==> config.mk <==
export PLATFORM = sky130hd
export DESIGN_NAME = exe_stage
export DESIGN_NICKNAME = d
export VERILOG_FILES = /design/src/rtl/exe_stage.sv
export SDC_FILE = /design/constraint.sdc
export NUM_CORES = 1
export LEC_CHECK = 0
export ABC_AREA = 1
export BUFFER_PORTS_ARGS = -buffer_cell sky130_fd_sc_hd__buf_2
export CAP_MARGIN = 40
export CORE_ASPECT_RATIO = 1.4
export CORE_MARGIN = 3
export CORE_UTILIZATION = 40
export DETAILED_ROUTE_END_ITERATION = 8
export SLEW_MARGIN = 20
export SYNTH_ARGS = -nofsm -noshare
export SYNTH_HDL_FRONTEND = slang
export SYNTH_SLANG_ARGS = --single-unit
==> constraint.sdc <==
create_clock -name clk -period 8.9 [get_ports clk]
set_input_delay 2.67 -clock clk [delete_from_list [all_inputs] [get_ports clk]]
set_output_delay 2.67 -clock clk [all_outputs]
set_load 0.01 [all_outputs]
==> src/rtl/exe_stage.sv <==
// Execute stage: operand forwarding, Val2 shifter, ALU with NZCV, branch target, and the EX/MEM register.
// Define EXE_FORWARDING_EN to enable the forwarding muxes on op1/rm; otherwise the raw register operands are used.
module exe_stage #(
   parameter int WIDTH = 32
) (
   input  logic             clk,
   input  logic             rst,
   input  logic             freeze,
   input  logic             wb_en_in,
   input  logic             mem_r_en_in,
   input  logic             mem_w_en_in,
   input  logic             b_in,
   input  logic             s_in,
   input  logic [3:0]       exe_cmd,
   input  logic [WIDTH-1:0] pc_in,
   input  logic [WIDTH-1:0] val_rn_in,
   input  logic [WIDTH-1:0] val_rm_in,
   input  logic             imm_in,
   input  logic [11:0]      shift_operand,
   input  logic [23:0]      signed_imm_24,
   input  logic [3:0]       dest_in,
   input  logic [3:0]       sr_in,
   input  logic [1:0]       sel_src1,
   input  logic [1:0]       sel_src2,
   input  logic [WIDTH-1:0] mem_fwd_val,
   input  logic [WIDTH-1:0] wb_fwd_val,
   output logic             branch_taken,
   output logic [WIDTH-1:0] branch_addr,
   output logic [3:0]       status,
   output logic             wb_en,
   output logic             mem_r_en,
   output logic             mem_w_en,
   output logic [WIDTH-1:0] alu_res,
   output logic [WIDTH-1:0] st_val,
   output logic [3:0]       dest
);

   localparam logic [3:0] CMD_MOV = 4'b0001;
   localparam logic [3:0] CMD_MVN = 4'b1001;
   localparam logic [3:0] CMD_ADD = 4'b0010;
   localparam logic [3:0] CMD_ADC = 4'b0011;
   localparam logic [3:0] CMD_SUB = 4'b0100;
   localparam logic [3:0] CMD_SBC = 4'b0101;
   localparam logic [3:0] CMD_AND = 4'b0110;
   localparam logic [3:0] CMD_ORR = 4'b0111;
   localparam logic [3:0] CMD_EOR = 4'b1000;

   localparam logic [1:0] SH_LSL = 2'b00;
   localparam logic [1:0] SH_LSR = 2'b01;
   localparam logic [1:0] SH_ASR = 2'b10;

   logic [WIDTH-1:0] w_op1;
   logic [WIDTH-1:0] w_rm;
   logic [WIDTH-1:0] w_val2;
   logic [WIDTH-1:0] w_imm_base;
   logic [WIDTH-1:0] w_imm_val;
   logic [5:0]       w_imm_rot;
   logic [5:0]       w_imm_rot_inv;
   logic [5:0]       w_sh_amt;
   logic [5:0]       w_sh_amt_inv;
   logic [WIDTH-1:0] w_rm_shifted;
   logic [WIDTH-1:0] w_add_b;
   logic             w_add_cin;
   logic             w_is_arith;
   logic             w_is_sub;
   logic [WIDTH:0]   w_sum;
   logic [WIDTH-1:0] w_alu_res;
   logic             w_c;
   logic             w_v;
   logic [3:0]       w_flags;
   logic             w_unused_sr;

   logic [3:0]       r_status;
   logic             r_wb_en;
   logic             r_mem_r_en;
   logic             r_mem_w_en;
   logic [WIDTH-1:0] r_alu_res;
   logic [WIDTH-1:0] r_st_val;
   logic [3:0]       r_dest;

   // Only C and V of the carried snapshot feed the ALU; N/Z are always recomputed.
   assign w_unused_sr = ^sr_in[3:2];

`ifdef EXE_FORWARDING_EN
   always_comb begin
      case (sel_src1)
         2'b01:   w_op1 = mem_fwd_val;
         2'b10:   w_op1 = wb_fwd_val;
         default: w_op1 = val_rn_in;
      endcase
      case (sel_src2)
         2'b01:   w_rm = mem_fwd_val;
         2'b10:   w_rm = wb_fwd_val;
         default: w_rm = val_rm_in;
      endcase
   end
`else
   logic w_unused_fwd;
   assign w_unused_fwd = ^{sel_src1, sel_src2, mem_fwd_val, wb_fwd_val};
   assign w_op1 = val_rn_in;
   assign w_rm  = val_rm_in;
`endif

   // Rotate-right is built from two opposing shifts; a shift by WIDTH yields zero, so rotate-by-0 is identity.
   assign w_imm_base    = {{(WIDTH-8){1'b0}}, shift_operand[7:0]};
   assign w_imm_rot     = {1'b0, shift_operand[11:8], 1'b0};
   assign w_imm_rot_inv = 6'(WIDTH) - w_imm_rot;
   assign w_imm_val     = (w_imm_base >> w_imm_rot) | (w_imm_base << w_imm_rot_inv);

   assign w_sh_amt     = {1'b0, shift_operand[11:7]};
   assign w_sh_amt_inv = 6'(WIDTH) - w_sh_amt;

   always_comb begin
      case (shift_operand[6:5])
         SH_LSL:  w_rm_shifted = w_rm << w_sh_amt;
         SH_LSR:  w_rm_shifted = w_rm >> w_sh_amt;
         SH_ASR:  w_rm_shifted = $signed(w_rm) >>> w_sh_amt;
         default: w_rm_shifted = (w_rm >> w_sh_amt) | (w_rm << w_sh_amt_inv);
      endcase
   end

   always_comb begin
      if (mem_r_en_in || mem_w_en_in) begin
         w_val2 = {{(WIDTH-12){1'b0}}, shift_operand};
      end else if (imm_in) begin
         w_val2 = w_imm_val;
      end else begin
         w_val2 = w_rm_shifted;
      end
   end

   // One shared adder: subtraction is op1 + ~val2 + carry-in, so the carry out is NOT borrow.
   always_comb begin
      w_add_b    = w_val2;
      w_add_cin  = 1'b0;
      w_is_arith = 1'b1;
      w_is_sub   = 1'b0;
      case (exe_cmd)
         CMD_ADD: begin
            w_add_b   = w_val2;
            w_add_cin = 1'b0;
         end
         CMD_ADC: begin
            w_add_b   = w_val2;
            w_add_cin = sr_in[1];
         end
         CMD_SUB: begin
            w_add_b   = ~w_val2;
            w_add_cin = 1'b1;
            w_is_sub  = 1'b1;
         end
         CMD_SBC: begin
            w_add_b   = ~w_val2;
            w_add_cin = sr_in[1];
            w_is_sub  = 1'b1;
         end
         default: w_is_arith = 1'b0;
      endcase
   end

   assign w_sum = {1'b0, w_op1} + {1'b0, w_add_b} + {{WIDTH{1'b0}}, w_add_cin};

   always_comb begin
      w_alu_res = '0;
      w_c       = sr_in[1];
      w_v       = sr_in[0];
      case (exe_cmd)
         CMD_MOV: w_alu_res = w_val2;
         CMD_MVN: w_alu_res = ~w_val2;
         CMD_AND: w_alu_res = w_op1 & w_val2;
         CMD_ORR: w_alu_res = w_op1 | w_val2;
         CMD_EOR: w_alu_res = w_op1 ^ w_val2;
         default: w_alu_res = '0;
      endcase
      if (w_is_arith) begin
         w_alu_res = w_sum[WIDTH-1:0];
         w_c       = w_sum[WIDTH];
         if (w_is_sub) begin
            w_v = (w_op1[WIDTH-1] != w_val2[WIDTH-1]) && (w_sum[WIDTH-1] != w_op1[WIDTH-1]);
         end else begin
            w_v = (w_op1[WIDTH-1] == w_val2[WIDTH-1]) && (w_sum[WIDTH-1] != w_op1[WIDTH-1]);
         end
      end
   end

   assign w_flags = {w_alu_res[WIDTH-1], (w_alu_res == '0), w_c, w_v};

   assign branch_taken = b_in;
   assign branch_addr  = pc_in + {{(WIDTH-26){signed_imm_24[23]}}, signed_imm_24, 2'b00};

   always_ff @(posedge clk or posedge rst) begin
      if (rst) begin
         r_status <= '0;
      end else if (!freeze && s_in) begin
         r_status <= w_flags;
      end
   end

   always_ff @(posedge clk or posedge rst) begin
      if (rst) begin
         r_wb_en    <= 1'b0;
         r_mem_r_en <= 1'b0;
         r_mem_w_en <= 1'b0;
         r_alu_res  <= '0;
         r_st_val   <= '0;
         r_dest     <= '0;
      end else if (!freeze) begin
         r_wb_en    <= wb_en_in;
         r_mem_r_en <= mem_r_en_in;
         r_mem_w_en <= mem_w_en_in;
         r_alu_res  <= w_alu_res;
         r_st_val   <= w_rm;
         r_dest     <= dest_in;
      end
   end

   assign status   = r_status;
   assign wb_en    = r_wb_en;
   assign mem_r_en = r_mem_r_en;
   assign mem_w_en = r_mem_w_en;
   assign alu_res  = r_alu_res;
   assign st_val   = r_st_val;
   assign dest     = r_dest;

endmodule
Yosys cells after proc, flatten, opt, wreduce, memory -nomap -nowiden. Cells that the tools add are included.

Register bits after elaboration: 75. Latch bits: 0. RAM bits: 0. ROM bits: 0. Input port bits: 221. Output and inout port bits: 108. Logic and storage cells: 60. Memories: 0.

Add/subtract/negate cells: 5. Multipliers: 0. Div/mod/pow operators: 0. $lt $le $gt $ge: 0. Eq/ne operators: 14. Shifts and indexed selects: 6. Muxes and demuxes: 12. Bitwise logic cells: 6. Reductions and logical operators: 10.

Operators by type and width (count): one-hot mux 32 bit (5 select lines) (1); two-way mux 32 bit (4); OR 32 bit (3); one-hot mux 32 bit (3 select lines) (1); adder 32 x 32 -> 33 bit (1); adder 33 x 1 -> 33 bit (1); adder 32 bit (1); AND 32 bit (1); zero test 32 bit (1); NOT 32 bit (1); << shifter 32 x 5 -> 32 bit (1); << shifter 32 x 6 -> 32 bit (1); << shifter 8 x 6 -> 32 bit (1); right shift 32 x 5 -> 32 bit (1); right shift 8 x 5 -> 32 bit (1); >>> shifter 32 x 5 -> 32 bit (1); bitwise XOR 32 bit (1); == test 4 x 3 -> 1 bit (second input constant) (4); subtractor 6 x 5 -> 6 bit (first input constant) (2); == test 4 x 2 -> 1 bit (second input constant) (2); == test 4 bit (second input constant) (2); two-way mux 1 bit (5); == test 4 x 1 -> 1 bit (second input constant) (1); OR reduction 2 bit (2); other kinds (10) (13).

Logic depth before layout (Yosys ltp). Gate-level depths: netlist (run 1).

Depth after elaboration: 14. Depth in mapped cells: 41. Mapped depth without buffers: 38.

Least setup slack after synthesis (run 1). OpenSTA, ideal clock, no wires.

Path type: in2out. From: input port pc_in[2]. To: output port branch_addr[24]. Arrival time: 4852 ps. Required time: 6230 ps. Setup slack: 1378 ps. Stages: 18. Buffers on the path: 0. Cell sequence: ha_1 > inv_1 > fa_1 > o21ai_0 > nand2_1 > nand2_1 > nand2_1 > nand2_1 > nand2_1 > nand2_1 > nand2_1 > nand2_1 > nand2_1 > nand2_1 > a21boi_0 > o221ai_1 > a21oi_1 > xnor2_1.

Word-level cells in the longest chain between the ends: 1.

RTL lines: start: declaration (RTL line 15) `input logic [WIDTH-1:0] pc_in,`; adder 32 bit (RTL line 189) `assign branch_addr = pc_in + {{(WIDTH-26){signed_imm_24[23]}}, signed_imm_24, 2'b00};`; end: declaration (RTL line 28) `output logic [WIDTH-1:0] branch_addr,`.

No other way between the ends.

Worst setup path after layout (run 1). Ends and elaborated chain as after synthesis.

==> flow_summary.toml, run 1 <==
[layout]
utilization = 0.479
fin_area_um2 = 18400
nets = 3385
area_delta_synth_final_pct = 17.8
drive_gt1_frac = 0.177
nFillCells = 4255

[critical_path]
worst_setup_path_end_kind = "output pin"
reg2regPathDepth = 2
cp_slowest_cell = "fa_1"
path_cells = "buf_2 -> ha_1 -> inv_1 -> fa_1 -> o21ai_0 -> nand2_1 -> nand2_1 -> nand2_1 -> nand2_1 -> nand2_1 -> nand2_1 -> nand2_1 -> nand2_1 -> nand2_1 -> nand2_1 -> a21boi_0 -> o221ai_1 -> a21oi_1 -> xnor2_1 -> buf_2"
r2r_end = "alu_res[23]"
critPathTopFamily = "compound AO/OA/AOI/OAI gates"
cp.arrival_ps = 5490
path_buf_inv = 3
crit_top_cell = "nand2_1"
cp.required_ps = 6230
start_kind = "primary input"
reg2reg_from = "alu_res[23]"
reg2reg_slack_ps = 8200
crit_fanout = 4
crit_type = "in -> out"
cp_slowest_stage_delay_ps = 400

[hold_path]
hold_depth = 2
worst_hold_path_type = "reg -> reg"
holdPathEnd = "st_val[7]"
hp-start = "st_val[7]"

[yosys]
syn_inst = 2752
yosys-top-cells-area = "nand2_1 (21%), nand3_1 (17%), dfrtp_1 (12%)"
synth_cell_types = 57
yosysWarnings = 0
dominantRegCellSynth = "dfrtp_1"
synth_area_um2 = 15600
ys_top_cells_by_count = "nand2_1 (879), nand3_1 (540), nor2_1 (201), inv_1 (168), a21oi_1 (143)"
ys_seq_elements = 75
post-synth-top-count-cell = "nand2_1"
syn_nets = 3103
yosysSeqAreaShare = 0.120
synth_area_leader_cell = "nand2_1"
syn_avg_cell_area_um2 = 5.68
async_reset_ff_frac = 1.00
synth-edff-count = 0
synth_top_area_share = 0.211

[floorplan]
core_area_um2 = 38500
die_x_um = 173
start_util = 0.406
io_pins = 329
row_count = 85
die_h_um = 240
design.die.area_um2 = 41600

[sta]
setup_violations = 0
fin_ws_ps = 737
drv_slew = 0
post-route-period-util = 0.917
rsz0062_at_grt = "no"
max_freq_mhz = 123
fin_tns_setup_ps = 0
finalHoldViolations = 0
worst_pin_slew_ps = 886
maxSlewHeadroom = 0.407
skew_ps = 0
period_needed_ps = 8160

[clock_tree]
clkLatencyLatePin_ps = 350
clock_path_buffers = 2
tritoncts = "built"
cts_setup_buffers = 0
ctsHoldBuffers = 0
cts_resized = 0
clockRootBuffer = "clkbuf_16"
cts_buffers = 9
clkSinkCount = 75
htreeDepth = 3
clk_pin_slew_ps = 60

[status]
status = "finished clean"

[grt]
grt_max_degree = 89
grt_pass1_vias = 19800
grt_pass1_wl_um = 118000
antenna_found_initial = 0
grtUsageTotal = 0.365
overflow = 0

[pwr]
p_leak_nw = 9.97
powerDensity_nw_per_um2 = 113
power_mw = 2.08
peakVddDrop_mv = 0.0777

[route]
vias = 20500
first_pass_iters = 8
drc = 0
totalWireLength_um = 78500
wl_per_cell_um = 22.0
first_iter_violations = 1775
antenna_left = 0
vias_per_cell = 5.77

[placement]
gp_congestion = 1.03
placed_area_um2 = 18100
io_buffers = 252
pre_cts_ws_ps = 736
dp_hpwl_um = 64900

[flow_run]
cap_violations = 0
==> per-stage QoR <==
step	std cells	hold WS, ps
finish	3562	473
global route	3561	494
CTS	3559	478
detailed placement	3543	459
global placement	3540	458
floorplan	2752	514
==> layout make-up <==
cell class / instances / area, um^2 / share of cell area
sequential: 75 / 1880 / 0.102
timing repair buffer: 412 / 2580 / 0.140
antenna: 1 / 2.50 / 0.000136
inverter: 189 / 731 / 0.0396
clock inverter: 6 / 73.8 / 0.00401
tap: 522 / 653 / 0.0354
clock buffer: 10 / 229 / 0.0124
multi-input combinational: 2347 / 12300 / 0.666
==> power breakdown <==
group	total [mW]	switching (mW)	internal, mW
clock network	0.390	0.169	0.221
logic	1.29	0.855	0.437
registers	0.402	0.0217	0.381
total	2.08	1.05	1.04
==> cells by family after synthesis <==
logic type      Yosys count  synth area share
compound gates          391             0.146
simple gates           1759             0.495
flops                    75             0.120
fa+ha+maj               130             0.105
mux                       1          0.000640
xor+xnor                 66            0.0379
buf+inv                 330            0.0955
==> cells in the final DEF (no fill, tap or decap), types with 8 or more instances in the layout <==
cell type  synthesis  layout
a21oi_1          143     143
a221oi_1          32      32
a31oi_1           21      21
buf_2             40     252
buf_4             19     152
clkbuf_16          0       9
dfrtp_1           75      75
ha_1             127     127
inv_1            168     166
inv_2             16      17
nand2_1          879     879
nand2_2           42      42
nand2_4           11      11
nand3_1          540     540
nand4_1           30      30
nor2_1           201     201
nor3_1            19      18
o211ai_1          13      13
o21ai_0          116     116
o21ai_1           21      21
xnor2_1            8       8
xor2_1            56      56
==> how the worst max path moves through the flow <==
stage | from | end | slack, ps | cells past startpoint
floorplan | pc_in[2] | branch_addr[24] | 1380 | 18
global placement | shift_operand[7] | status[2] | 810 | 30
detailed placement | shift_operand[7] | status[2] | 740 | 30
CTS | pc_in[2] | branch_addr[24] | 780 | 20
global route | pc_in[2] | branch_addr[24] | 410 | 20
finish | pc_in[2] | branch_addr[24] | 740 | 20
==> worst min-delay path: stages, from the launching register on <==
cell and delay [ps]:
dfrtp_1 340, nand2_1 50, nand2_1 50
==> metal layers <==
metal  track usage  part of all wire
met1         0.399              0.36
met2         0.649              0.49
met3        0.0411             0.059
met4         0.276             0.094
met5             0                 0
==> sequential cells by signal, summed over array words and instances (netlist names) <==
signal    count
alu_res      32
st_val       32
dest          4
status        4
mem_r_en      1
mem_w_en      1
wb_en         1
Power figures use the tool's default switching activity.
==> run 2: changes to the inputs <==
PLACE_DENSITY = 0.68   (was not set)
==> run 2 against run 1 <==
Highest routed layer is now met5. Sequential power is essentially flat. Largest power group unchanged. Fmax grew 0.83%. Clock-buffer cell count shrank 1. Sequential share of layout area grew 0.24 points. Hold slack lost 1.1 ps. Global-route usage shrank 1.2 points. Die area is the same.
==> flow_summary.toml, run 2 (synthesis gave the netlist of run 1 again) <==
[route]
drc = 0
first_pass_iters = 8
totalWireLength_um = 76300
vias_per_cell = 5.80
wl_per_cell_um = 21.7
vias = 20400
antenna_left = 0
first_iter_violations = 1788

[sta]
maxSlewHeadroom = 0.513
max_freq_mhz = 124
drv_slew = 0
skew_ps = 0
rsz0062_at_grt = "no"
fin_tns_setup_ps = 0
worst_pin_slew_ps = 730
post-route-period-util = 0.910
setup_violations = 0
period_needed_ps = 8100
finalHoldViolations = 0

[clock_tree]
cts_setup_buffers = 0
cts_resized = 0
clkLatencyLatePin_ps = 360
clock_path_buffers = 2
clk_pin_slew_ps = 60
ctsHoldBuffers = 0
tritoncts = "built"
cts_buffers = 9
clkSinkCount = 75
htreeDepth = 3
clockRootBuffer = "clkbuf_16"

[layout]
nets = 3335
area_delta_synth_final_pct = 15.1
mostFrequentLayoutCell = "nand2_1"
drive_gt1_frac = 0.163
nFillCells = 4347
final_cell_mix = "nand2_1 (879), nand3_1 (540), buf_2 (252), nor2_1 (201), inv_1 (166)"

[grt]
grt_pass1_wl_um = 114000
antenna_found_initial = 2
grtUsageTotal = 0.353
grt_max_degree = 89
overflow = 0
grt_pass1_vias = 19500

[floorplan]
row_count = 85
io_pins = 329
die_h_um = 240
start_util = 0.406
core_area_um2 = 38500
die_x_um = 173
design.die.area_um2 = 41600

[pwr]
power_mw = 2.04
powerDensity_nw_per_um2 = 113
peakVddDrop_mv = 0.0773
p_leak_nw = 9.73

[critical_path]
cp.arrival_ps = 5430
worst_setup_path_end_kind = "output pin"
crit_type = "in -> out"
crit_fanout = 4
start_kind = "primary input"
cp.required_ps = 6230

[flow_run]
cap_violations = 0

[placement]
gp_congestion = 1.01
io_buffers = 252
dp_hpwl_um = 62200

[hold_path]
worst_hold_path_type = "reg -> reg"

[status]
status = "finished clean"
[run 2: cell count changes in the layout (fill, tap and decap cells not counted), sizes merged]
cell,change
clkinvlp,-1
buf,-50
inv,+2
clkbuf,-1
[run 2: final timing paths]
path / start / to / slack [ps] / cells past startpoint
worst max-delay path: pc_in[2] / branch_addr[24] / 800 / 20
worst min-delay path: dest[0] / dest[0] / 470 / 2
worst max register to register: st_val[31] / st_val[31] / 8210 / 2
worst min register to register: dest[0] / dest[0] / 470 / 2
max in group asynchronous: rst / st_val[25] / 5960 / 4
min in group asynchronous: rst / mem_w_en / 2350 / 3
[run 2: report_power, final]
group | total [mW] | switching [mW] | internal, mW
Combinational | 1.24 | 0.835 | 0.407
Sequential | 0.403 | 0.0228 | 0.380
Clock | 0.397 | 0.175 | 0.222
[run 2: worst max-delay path, stage by stage]
cell      delay, ps
buf_2            80
ha_1            160
inv_1            50
fa_1            390
o21ai_0         310
nand2_1          90
nand2_1          70
nand2_1          40
nand2_1         100
nand2_1          60
nand2_1          90
nand2_1          60
nand2_1          90
nand2_1          50
nand2_1         150
a21boi_0        180
o221ai_1        280
a21oi_1         150
xnor2_1         180
buf_2           160
[run 2: stage by stage]
step / instances / cell area (um^2) / hold WS, ps / setup WS [ps] / util
2_1_floorplan: 2752 / 15600 / 514 / 1380 / -
3_3_place_gp: 3492 / 17600 / 460 / 623 / 0.458
3_5_place_dp: 3494 / 17700 / 460 / 659 / 0.459
4_1_cts: 3510 / 18000 / 477 / 817 / 0.467
5_1_grt: 3512 / 18000 / 496 / 584 / 0.468
6_report: 3512 / 18000 / 471 / 804 / 0.468
[run 2: routing by layer]
metal,global-route usage,vias to the layer above,wire length (um)
li1,-,9694,-
met1,0.397,9439,28300
met2,0.628,954,37100
met3,0.0397,289,4360
met4,0.241,2,6500
met5,0,-,16
[run 2: area by class of cell]
type | instances | area [um^2] | share of cell area
diodes | 1 | 2.50 | 0.000139
clock buffers | 9 | 225 | 0.0125
clock inverters | 7 | 80.1 | 0.00445
inverters | 189 | 731 | 0.0406
multi-input cells | 2347 | 12300 | 0.682
flip-flops and latches | 75 | 1880 | 0.104
well taps | 522 | 653 | 0.0363
repair buffers | 362 | 2160 | 0.120
